--- src/rtl/lzrw1_pkg.sv ---
// Shared types and constants for the LZRW1 compression back end.
package lzrw1_pkg;

  localparam int unsigned LZRW1_MAX_OFFSET = 4095;
  localparam int unsigned LZRW1_CTRL_BITS  = 16;

  typedef enum logic [2:0] {
    COLLECT,
    CTRL_LO,
    CTRL_HI,
    DATA,
    DONE
  } packer_state_e;

  typedef struct packed {
    logic        is_copy;
    logic [7:0]  literal;
    logic [3:0]  length;
    logic [11:0] offset;
  } comp_item_t;

endpackage

--- src/rtl/lzrw1_group_buf.sv ---
// Item-byte store for one LZRW1 group: 1- or 2-byte write, asynchronous read.
module lzrw1_group_buf #(
  parameter int unsigned BUF_BYTES = 32
) (
  input  logic                         clock,
  input  logic                         wr_en,
  input  logic                         wr_two,
  input  logic [$clog2(BUF_BYTES)-1:0] wr_ptr,
  input  logic [7:0]                   wr_data0,
  input  logic [7:0]                   wr_data1,
  input  logic [$clog2(BUF_BYTES)-1:0] rd_addr,
  output logic [7:0]                   rd_data
);

  localparam int unsigned AW = $clog2(BUF_BYTES);

  logic [7:0] mem [BUF_BYTES];

  // Write one byte, or two consecutive bytes for a copy item.
  always_ff @(posedge clock) begin
    if (wr_en) begin
      mem[wr_ptr] <= wr_data0;
      if (wr_two) begin
        mem[wr_ptr + AW'(1)] <= wr_data1;
      end
    end
  end

  assign rd_data = mem[rd_addr];

endmodule

--- src/rtl/lzrw1_group_packer.sv ---
// Packs compressed items into LZRW1 groups: 16-bit control word followed by
// the group's item bytes, emitted as a valid/ready byte stream.
module lzrw1_group_packer
  import lzrw1_pkg::*;
#(
  parameter int unsigned GROUP_ITEMS = 16
) (
  input  logic        clock,
  input  logic        reset,
  input  logic        in_valid,
  output logic        in_ready,
  input  logic        in_is_copy,
  input  logic [7:0]  in_literal,
  input  logic [3:0]  in_length,
  input  logic [11:0] in_offset,
  input  logic        in_last,
  input  logic        flush,
  output logic        out_valid,
  output logic [7:0]  out_data,
  input  logic        out_ready,
  output logic        out_last,
  output logic        done
);

  localparam int unsigned BUF_BYTES = 2 * GROUP_ITEMS;
  localparam int unsigned AW        = $clog2(BUF_BYTES);
  localparam int unsigned PW        = AW + 1;
  localparam int unsigned CW        = $clog2(GROUP_ITEMS) + 1;

  packer_state_e              state_q, state_d;
  logic [CW-1:0]              item_cnt_q, item_cnt_d;
  logic [PW-1:0]              byte_cnt_q, byte_cnt_d;
  logic [PW-1:0]              rd_ptr_q, rd_ptr_d;
  logic [LZRW1_CTRL_BITS-1:0] ctrl_q, ctrl_d;
  logic                       last_grp_q, last_grp_d;

  logic       in_ready_q, in_ready_d;
  logic       out_valid_q, out_valid_d;
  logic [7:0] out_data_q, out_data_d;
  logic       out_last_q, out_last_d;
  logic       done_q, done_d;

  comp_item_t item;
  logic       accept;
  logic       fire;
  logic       last_byte;
  logic       wr_en;
  logic [7:0] wr_data0;
  logic [7:0] rd_data;

  assign item = '{is_copy: in_is_copy, literal: in_literal, length: in_length,
                  offset: in_offset};

  // in_ready_q is only ever high in COLLECT, so it alone qualifies acceptance.
  assign accept    = in_valid && in_ready_q;
  assign fire      = out_valid_q && out_ready;
  assign last_byte = (rd_ptr_q == byte_cnt_q - PW'(1));
  assign wr_data0  = item.is_copy ? {item.length, item.offset[11:8]} : item.literal;

  lzrw1_group_buf #(
    .BUF_BYTES(BUF_BYTES)
  ) u_buf (
    .clock   (clock),
    .wr_en   (wr_en),
    .wr_two  (item.is_copy),
    .wr_ptr  (byte_cnt_q[AW-1:0]),
    .wr_data0(wr_data0),
    .wr_data1(item.offset[7:0]),
    .rd_addr (rd_ptr_d[AW-1:0]),
    .rd_data (rd_data)
  );

  // Next-state, counters and buffer write control.
  always_comb begin
    state_d    = state_q;
    item_cnt_d = item_cnt_q;
    byte_cnt_d = byte_cnt_q;
    rd_ptr_d   = rd_ptr_q;
    ctrl_d     = ctrl_q;
    last_grp_d = last_grp_q;
    wr_en      = 1'b0;

    unique case (state_q)
      COLLECT: begin
        if (accept) begin
          wr_en      = 1'b1;
          ctrl_d     = ctrl_q | (LZRW1_CTRL_BITS'(item.is_copy) << item_cnt_q);
          item_cnt_d = item_cnt_q + CW'(1);
          byte_cnt_d = byte_cnt_q + (item.is_copy ? PW'(2) : PW'(1));
          // A flush alongside an item makes that item the stream's last.
          if (item_cnt_d == CW'(GROUP_ITEMS) || in_last || flush) begin
            state_d    = CTRL_LO;
            last_grp_d = in_last || flush;
          end
        end else if (flush && in_ready_q) begin
          if (item_cnt_q != '0) begin
            state_d    = CTRL_LO;
            last_grp_d = 1'b1;
          end else begin
            state_d = DONE;
          end
        end
      end
      CTRL_LO: begin
        if (fire) state_d = CTRL_HI;
      end
      CTRL_HI: begin
        if (fire) begin
          state_d  = DATA;
          rd_ptr_d = '0;
        end
      end
      DATA: begin
        if (fire) begin
          if (!last_byte) begin
            rd_ptr_d = rd_ptr_q + PW'(1);
          end else if (last_grp_q) begin
            state_d = DONE;
          end else begin
            state_d    = COLLECT;
            item_cnt_d = '0;
            byte_cnt_d = '0;
            rd_ptr_d   = '0;
            ctrl_d     = '0;
            last_grp_d = 1'b0;
          end
        end
      end
      DONE: begin
        state_d = DONE;
      end
      default: begin
        state_d = COLLECT;
      end
    endcase
  end

  // Registered output values derived from the upcoming state.
  always_comb begin
    in_ready_d  = (state_d == COLLECT);
    out_valid_d = (state_d == CTRL_LO) || (state_d == CTRL_HI) || (state_d == DATA);
    done_d      = (state_d == DONE);
    out_last_d  = (state_d == DATA) && last_grp_d && (rd_ptr_d == byte_cnt_d - PW'(1));
    out_data_d  = 8'h00;
    unique case (state_d)
      CTRL_LO: out_data_d = ctrl_d[7:0];
      CTRL_HI: out_data_d = ctrl_d[15:8];
      DATA:    out_data_d = rd_data;
      default: out_data_d = 8'h00;
    endcase
  end

  // State, counters and output registers; synchronous reset drops any group.
  always_ff @(posedge clock) begin
    if (reset) begin
      state_q     <= COLLECT;
      item_cnt_q  <= '0;
      byte_cnt_q  <= '0;
      rd_ptr_q    <= '0;
      ctrl_q      <= '0;
      last_grp_q  <= 1'b0;
      in_ready_q  <= 1'b0;
      out_valid_q <= 1'b0;
      out_data_q  <= 8'h00;
      out_last_q  <= 1'b0;
      done_q      <= 1'b0;
    end else begin
      state_q     <= state_d;
      item_cnt_q  <= item_cnt_d;
      byte_cnt_q  <= byte_cnt_d;
      rd_ptr_q    <= rd_ptr_d;
      ctrl_q      <= ctrl_d;
      last_grp_q  <= last_grp_d;
      in_ready_q  <= in_ready_d;
      out_valid_q <= out_valid_d;
      out_data_q  <= out_data_d;
      out_last_q  <= out_last_d;
      done_q      <= done_d;
    end
  end

  assign in_ready  = in_ready_q;
  assign out_valid = out_valid_q;
  assign out_data  = out_data_q;
  assign out_last  = out_last_q;
  assign done      = done_q;

endmodule

--- config.mk ---
export PLATFORM = sky130hd
export DESIGN_NAME = lzrw1_group_packer
export DESIGN_NICKNAME = d
export VERILOG_FILES = /design/src/rtl/lzrw1_pkg.sv /design/src/rtl/lzrw1_group_buf.sv /design/src/rtl/lzrw1_group_packer.sv
export SDC_FILE = /design/constraint.sdc
export NUM_CORES = 1
export LEC_CHECK = 0
export ABC_AREA = 1
export CORE_MARGIN = 2
export CORE_UTILIZATION = 25
export CTS_BUF_LIST = sky130_fd_sc_hd__clkbuf_8
export CTS_CLUSTER_SIZE = 10
export DETAILED_ROUTE_END_ITERATION = 8
export GPL_ROUTABILITY_DRIVEN = 0
export GPL_TIMING_DRIVEN = 1
export SLEW_MARGIN = 20
export SYNTH_ARGS = -nofsm -noshare
export SYNTH_HDL_FRONTEND = slang
export SYNTH_SLANG_ARGS = --single-unit
--- constraint.sdc ---
create_clock -name clock -period 4.1 [get_ports clock]
set_input_delay 0.82 -clock clock [delete_from_list [all_inputs] [get_ports clock]]
set_output_delay 0.82 -clock clock [all_outputs]
set_load 0.01 [all_outputs]
== Word level (Yosys, flattened, before mapping) ==
Memories as Yosys holds them, arrays and structs flattened.
Index checks and enable logic that the tools add are counted.
Cells by class
  $add $sub $neg: 6
  eq/ne operators: 15
  shift-type cells: 1
  mux-type cells: 48
  bitwise gates (word level): 1
  reduce and logical (&&, ||, !) cells: 15
Operators with widths (count)
  two-way mux 16 bit: 4
  two-way mux 6 bit: 8
  case mux 16 bit (2 select lines): 1
  two-way mux 3 bit: 9
  case mux 6 bit (2 select lines): 2
  case mux 8 bit (3 select lines): 1
  two-way mux 5 bit: 4
  bitwise OR 16 bit: 1
  << shifter 1 x 5 -> 16 bit: 1
  case mux 3 bit (5 select lines): 1
  two-way mux 1 bit: 14
  equality test 3 x 2 -> 1 bit, second input constant: 4
  equality test 6 bit: 2
  subtractor 6 x 1 -> 6 bit, second input constant: 2
  adder 5 x 1 -> 5 bit, second input constant: 2
  case mux 5 bit (2 select lines): 1
  two-way mux 8 bit: 1
  inequality test 2 bit, second input constant: 4
  adder 6 x 1 -> 6 bit, second input constant: 1
  adder 6 x 2 -> 6 bit: 1
  equality test 3 x 1 -> 1 bit, second input constant: 2
  equality test 3 bit, second input constant: 2
  zero test 3 bit: 2
  equality test 5 bit, second input constant: 1
  7 further kinds: 15
Word-level totals
  flip-flop bits (word level): 49
  RAM bits: 256
  output and inout port bits: 12
  memories: 1
Memory list
  u_buf.mem: depth 32, bits a word 8, rd ports 1, clocked after memory_dff 0, write ports 2, RTL line lzrw1_group_buf.sv:17  | logic [7:0] mem [BUF_BYTES];

== Logic depth before layout (Yosys ltp) ==
  depth in word-level cells: 10
  depth in mapped cells: 24
  gate-level depth less buffers: 23

== By module ==
Synthesis repeated with hierarchy kept, for this count alone.
Second synthesis, totals
  cells, all modules: 2076
  area total of the unflattened synthesis: 16584.7 um^2
By module, submodules not included
  lzrw1_group_buf: instances 1, cells an instance 1571, area each 13407.9 um^2, sequential area each 7687.4 um^2
  lzrw1_group_packer: instances 1, cells an instance 505, area each 3176.8 um^2, sequential area each 980.9 um^2

== Least setup slack after synthesis ==
No wires, ideal clock.
  path type: input-to-reg
  start point: input port in_is_copy
  end point: register out_last_q, in the netlist out_last
  arrival: 3.015 ns
  data required time: 3.983 ns
  path slack: 0.968 ns
  stages: 11
  path through: clkbuf_1 inv_1 ha_1 fa_1 a22oi_2 ha_1 or2_2 nand4_1 nor2_1 nand4_1 nor2_1
On the way
  cells in the longest elaborated chain, start to end: 7
Ends and longest elaborated chain
  start: declaration: RTL line lzrw1_group_packer.sv:12  | input logic in_is_copy,
  two-way mux 2 bit: RTL line lzrw1_group_packer.sv:89  | byte_cnt_d = byte_cnt_q + (item.is_copy ? PW'(2) : PW'(1));
  adder 6 x 2 -> 6 bit: RTL line lzrw1_group_packer.sv:89
  two-way mux 6 bit: RTL line lzrw1_group_packer.sv:85  | if (accept) begin
  case mux 6 bit (2 select lines): RTL line lzrw1_group_packer.sv:83  | unique case (state_q)
  subtractor 6 x 1 -> 6 bit: RTL line lzrw1_group_packer.sv:143  | out_last_d = (state_d == DATA) && last_grp_d && (rd_ptr_d == byte_cnt_d - PW'(1));
  equality test 6 bit: RTL line lzrw1_group_packer.sv:143
  logical AND 1 bit: RTL line lzrw1_group_packer.sv:143
  end signal: assignment: RTL line lzrw1_group_packer.sv:177  | out_last_q <= out_last_d;
  end: declaration: RTL line lzrw1_group_packer.sv:40  | logic out_last_q, out_last_d;
Every way passes these cells.
A chain may end at the register's enable or synchronous reset.

== Worst setup path in the final report ==
  start point: register byte_cnt_q[0]
  end point: register out_data_q[7], in the netlist out_data[7]
On the way
  cells in the longest elaborated chain, start to end: 7
Ends and longest elaborated chain
  start: declaration: RTL line lzrw1_group_packer.sv:32  | logic [PW-1:0] byte_cnt_q, byte_cnt_d;
  start signal: assignment: RTL line lzrw1_group_packer.sv:170  | byte_cnt_q <= byte_cnt_d;
  subtractor 6 x 1 -> 6 bit *: RTL line lzrw1_group_packer.sv:57  | assign last_byte = (rd_ptr_q == byte_cnt_q - PW'(1));
  equality test 6 bit *: RTL line lzrw1_group_packer.sv:57
  two-way mux 6 bit / two-way mux 3 bit (equally long branches): RTL line lzrw1_group_packer.sv:115  | if (!last_byte) begin
  two-way mux 6 bit / two-way mux 3 bit (equally long branches): RTL line lzrw1_group_packer.sv:114  | if (fire) begin
  case mux 6 bit (2 select lines) / case mux 3 bit (5 select lines) (equally long branches): RTL line lzrw1_group_packer.sv:83
  memory (32 x 8 bit) (tied with other cells)
  case mux 8 bit (3 select lines) *: RTL line lzrw1_group_packer.sv:145  | unique case (state_d)
  end signal: assignment: RTL line lzrw1_group_packer.sv:176  | out_data_q <= out_data_d;
  end: declaration: RTL line lzrw1_group_packer.sv:39  | logic [7:0] out_data_q, out_data_d;
Every way passes the cells marked *; elsewhere a longest branch is shown, timed or not.

==> results.ini <==
[logic_synthesis]
synth_mux_area_frac=0.00483
synth_top_flop_cell=edfxtp_1
syn_inst=2003
yosysTopAreaCell=edfxtp_1
synth_cell_type_count=45
synthesis.nets=2046
ys_seq_area_frac=0.523
synth_top_family_by_area=simple AND/OR/NAND/NOR gates
ys_async_sr_fraction=0
synth_compound_area_frac=0.115
ys_seq_elements=305
synthAdderAreaFrac=0.00952
synth-xor-area-share=0.00733
synth_edf_count=256
yosys.area_share.simple=0.275
yosys-top-cells-area=edfxtp_1 46%, nand2_1 12%, nand3_1 11%
synth_area_um2=16600
avgSynthCellArea_um2=8.27
netlist.area_leader.share=0.464
yosys_warnings=0

[placed_design]
postPlaceCellArea_um2=18000
dp.cells=2819
io_buffer_count=42
dp.final_hpwl_mm=34.2

[clocking]
post-cts-setup-buffer-count=0
clockRootBuffer=clkbuf_8
cts_tree=done
htree_levels=2
cts_buffer_depth=3
worstSkewPairLatency_ns=0.66
cts_buffers=54
cts_resized=0
cts_hold_buffers=0
clk_pin_slew_ns=0.06
cts.sinks=305

[worst_setup_path]
worst-path-max-fanout=123
endpoint_kind=flip-flop
endpoint=out_data[7]
critPathLaunch=byte_cnt_q[0]
reg2reg_depth=19
worstSetupPathType=flip-flop to flip-flop
critPathArrivalTime_ns=3.96
crit_required_ns=4.63
rrSetupSlack_ns=0.67
worstReg2RegEnd=out_data[7]
r2r-start=byte_cnt_q[0]
start_kind=flip-flop

[routing]
viasPerCell=5.00
drt_pass1_iterations=6
avgRoutedWirePerCell_um=18.9
ant_nets=0
via_count=14600
drc_errors=0
drt-total-wl_mm=55.0
first_iter_violations=1794

[cells_and_area]
drive_above_1_share=0.0853
n_antenna_cell=0
fillCellCount=7032
fin_nets=2054
fin_area_um2=19000
fin_cells=2916
utilization=0.289
area_growth_pct=14.6

[power_and_ir_drop]
power_leakage_nw=7.32
vdd_drop_max_uv=191
powerDensity_nw_per_um2=369

[global_route]
grt.overflow.total=0
grt_pass1_vias=13200
grt_pass1_wl_mm=83.2
grt_max_degree=124
antenna_found_initial=1
track_usage=0.159

[sta]
fin_crit_sh=0.837
setup_viol=0
fmax_ghz=0.292
finalHoldViolCount=0
fin_skew_ns=0.0542
finalMaxSlewViolations=0
worstMarginPinSlew_ns=1.11
grt_setup_unrepaired=no
min_period_ns=3.43
slew_headroom=0.251
fin_tns_setup_ns=0

[floorplan]
die_x_um=261
num_io_pins=43
fp-row-count=94
core_um2=65600
die_h_um=261
start_util=0.252
die_area_um2=68300

[min_path]
hp-class=flip-flop to flip-flop

[run_status]
outcome=finished clean

[run]
cap_violations=0

report_power, final:
group          switching, mW  internal (mW)  leakage (nW)
combinational          0.563          0.261          4.02
sequential            0.0228           3.43          2.70
clock                   1.35           1.39         0.598
stage by stage:
stage	hold slack (ns)	worst slack, ns	total power, mW
2_1_floorplan	0.454	0.968	4.01
3_3_place_gp	0.467	0.333	4.31
3_5_place_dp	0.483	0.319	4.32
4_1_cts	0.493	0.794	7.01
5_1_grt	0.520	0.441	7.25
6_report	0.493	0.669	7.01
worst max-delay path, cell delays in order, from the launching register on:
cell,delay (ns)
dfxtp_1,0.32
inv_2,0.15
ha_1,0.27
nand3_1,0.19
nand3_1,0.13
nand2_1,0.08
nor2_2,0.13
nand2_2,0.16
nand2_1,0.09
nand2_1,0.08
nand3_4,0.10
buf_12,0.39
nand3_1,0.20
nand3_1,0.19
nand3_1,0.17
nand3_1,0.14
nand2_1,0.09
nand2_1,0.07
nand3_1,0.08
a21oi_1,0.13
worst min path at each step:
stage | start | end | slack (ns) | cells after the start
floorplan | item_cnt_q[3] | item_cnt_q[3] | 0.45 | 2
global placement | ctrl_q[6] | ctrl_q[6] | 0.47 | 2
detailed placement | item_cnt_q[3] | item_cnt_q[3] | 0.48 | 2
CTS | item_cnt_q[3] | item_cnt_q[3] | 0.49 | 2
global route | item_cnt_q[3] | item_cnt_q[3] | 0.52 | 2
finish | item_cnt_q[3] | item_cnt_q[3] | 0.49 | 2
cell usage after synthesis (4+ instances only):
master and n:
buf_6 4, ha_1 11, inv_2 7, a31oi_1 4, dfxtp_1 49, nor2_1 66, buf_4 7, a22oi_1 4
xor2_1 10, o22ai_1 7, nand3_1 365, o21ai_0 311, nand3b_1 10, o22a_1 4, nand2_2 5, mux2i_1 8
nor3_1 18, a21oi_1 17, nand4_1 7, or2_2 5, nand2_1 549, nor2_2 10, clkbuf_1 103, edfxtp_1 256
inv_1 98, o21ai_2 4, buf_1 4, buf_2 35
registers in the layout (all words and copies together) (netlist names):
register and cells:
out_data 8, rd_ptr_q 6, done 1, u_buf.mem 256, ctrl_q 16, out_valid 1
state_q 3, item_cnt_q 5, out_last 1, last_grp_q 1, byte_cnt_q 6, in_ready 1
final cells by class:
type / instances / area, um^2 / area share
repair buffers: 105 / 976 / 0.0514
inverters: 109 / 412 / 0.0217
well taps: 864 / 1080 / 0.0569
multi-input cells: 1436 / 6840 / 0.360
clock buffers: 59 / 812 / 0.0428
clock inverters: 38 / 204 / 0.0107
flip-flops and latches: 305 / 8670 / 0.456
cells in the final DEF (no fill, tap or decap), types with 4 or more instances in the layout:
cell type,n
a21oi_1,17
a22oi_1,4
a31oi_1,4
buf_12,7
buf_4,56
clkbuf_8,59
clkdlybuf4s50_1,41
clkinv_1,13
clkinv_2,4
dfxtp_1,49
edfxtp_1,256
ha_1,11
inv_1,116
inv_2,9
mux2i_1,8
nand2_1,549
nand3_1,365
nand3b_1,10
nand4_1,7
nor2_1,66
nor2_2,10
nor3_1,18
o21ai_0,292
o21ai_1,20
o22a_1,4
o22ai_1,7
or2_2,5
xor2_1,10
per-layer routing:
metal | up-vias | GRT usage | wire length [um]
met5 | - | 0 | 0
met4 | 0 | 0.0462 | 1330
met3 | 91 | 0.0340 | 6420
met2 | 805 | 0.222 | 22500
met1 | 6799 | 0.242 | 24800
li1 | 6898 | - | -
cells by family after synthesis:
kind of cell	after synthesis
flops	305
xor+xnor	13
fa+ha+maj	12
mux	8
simple gates	1042
buf+inv	262
compound gates	361
(Power assumes the default switching activity.)
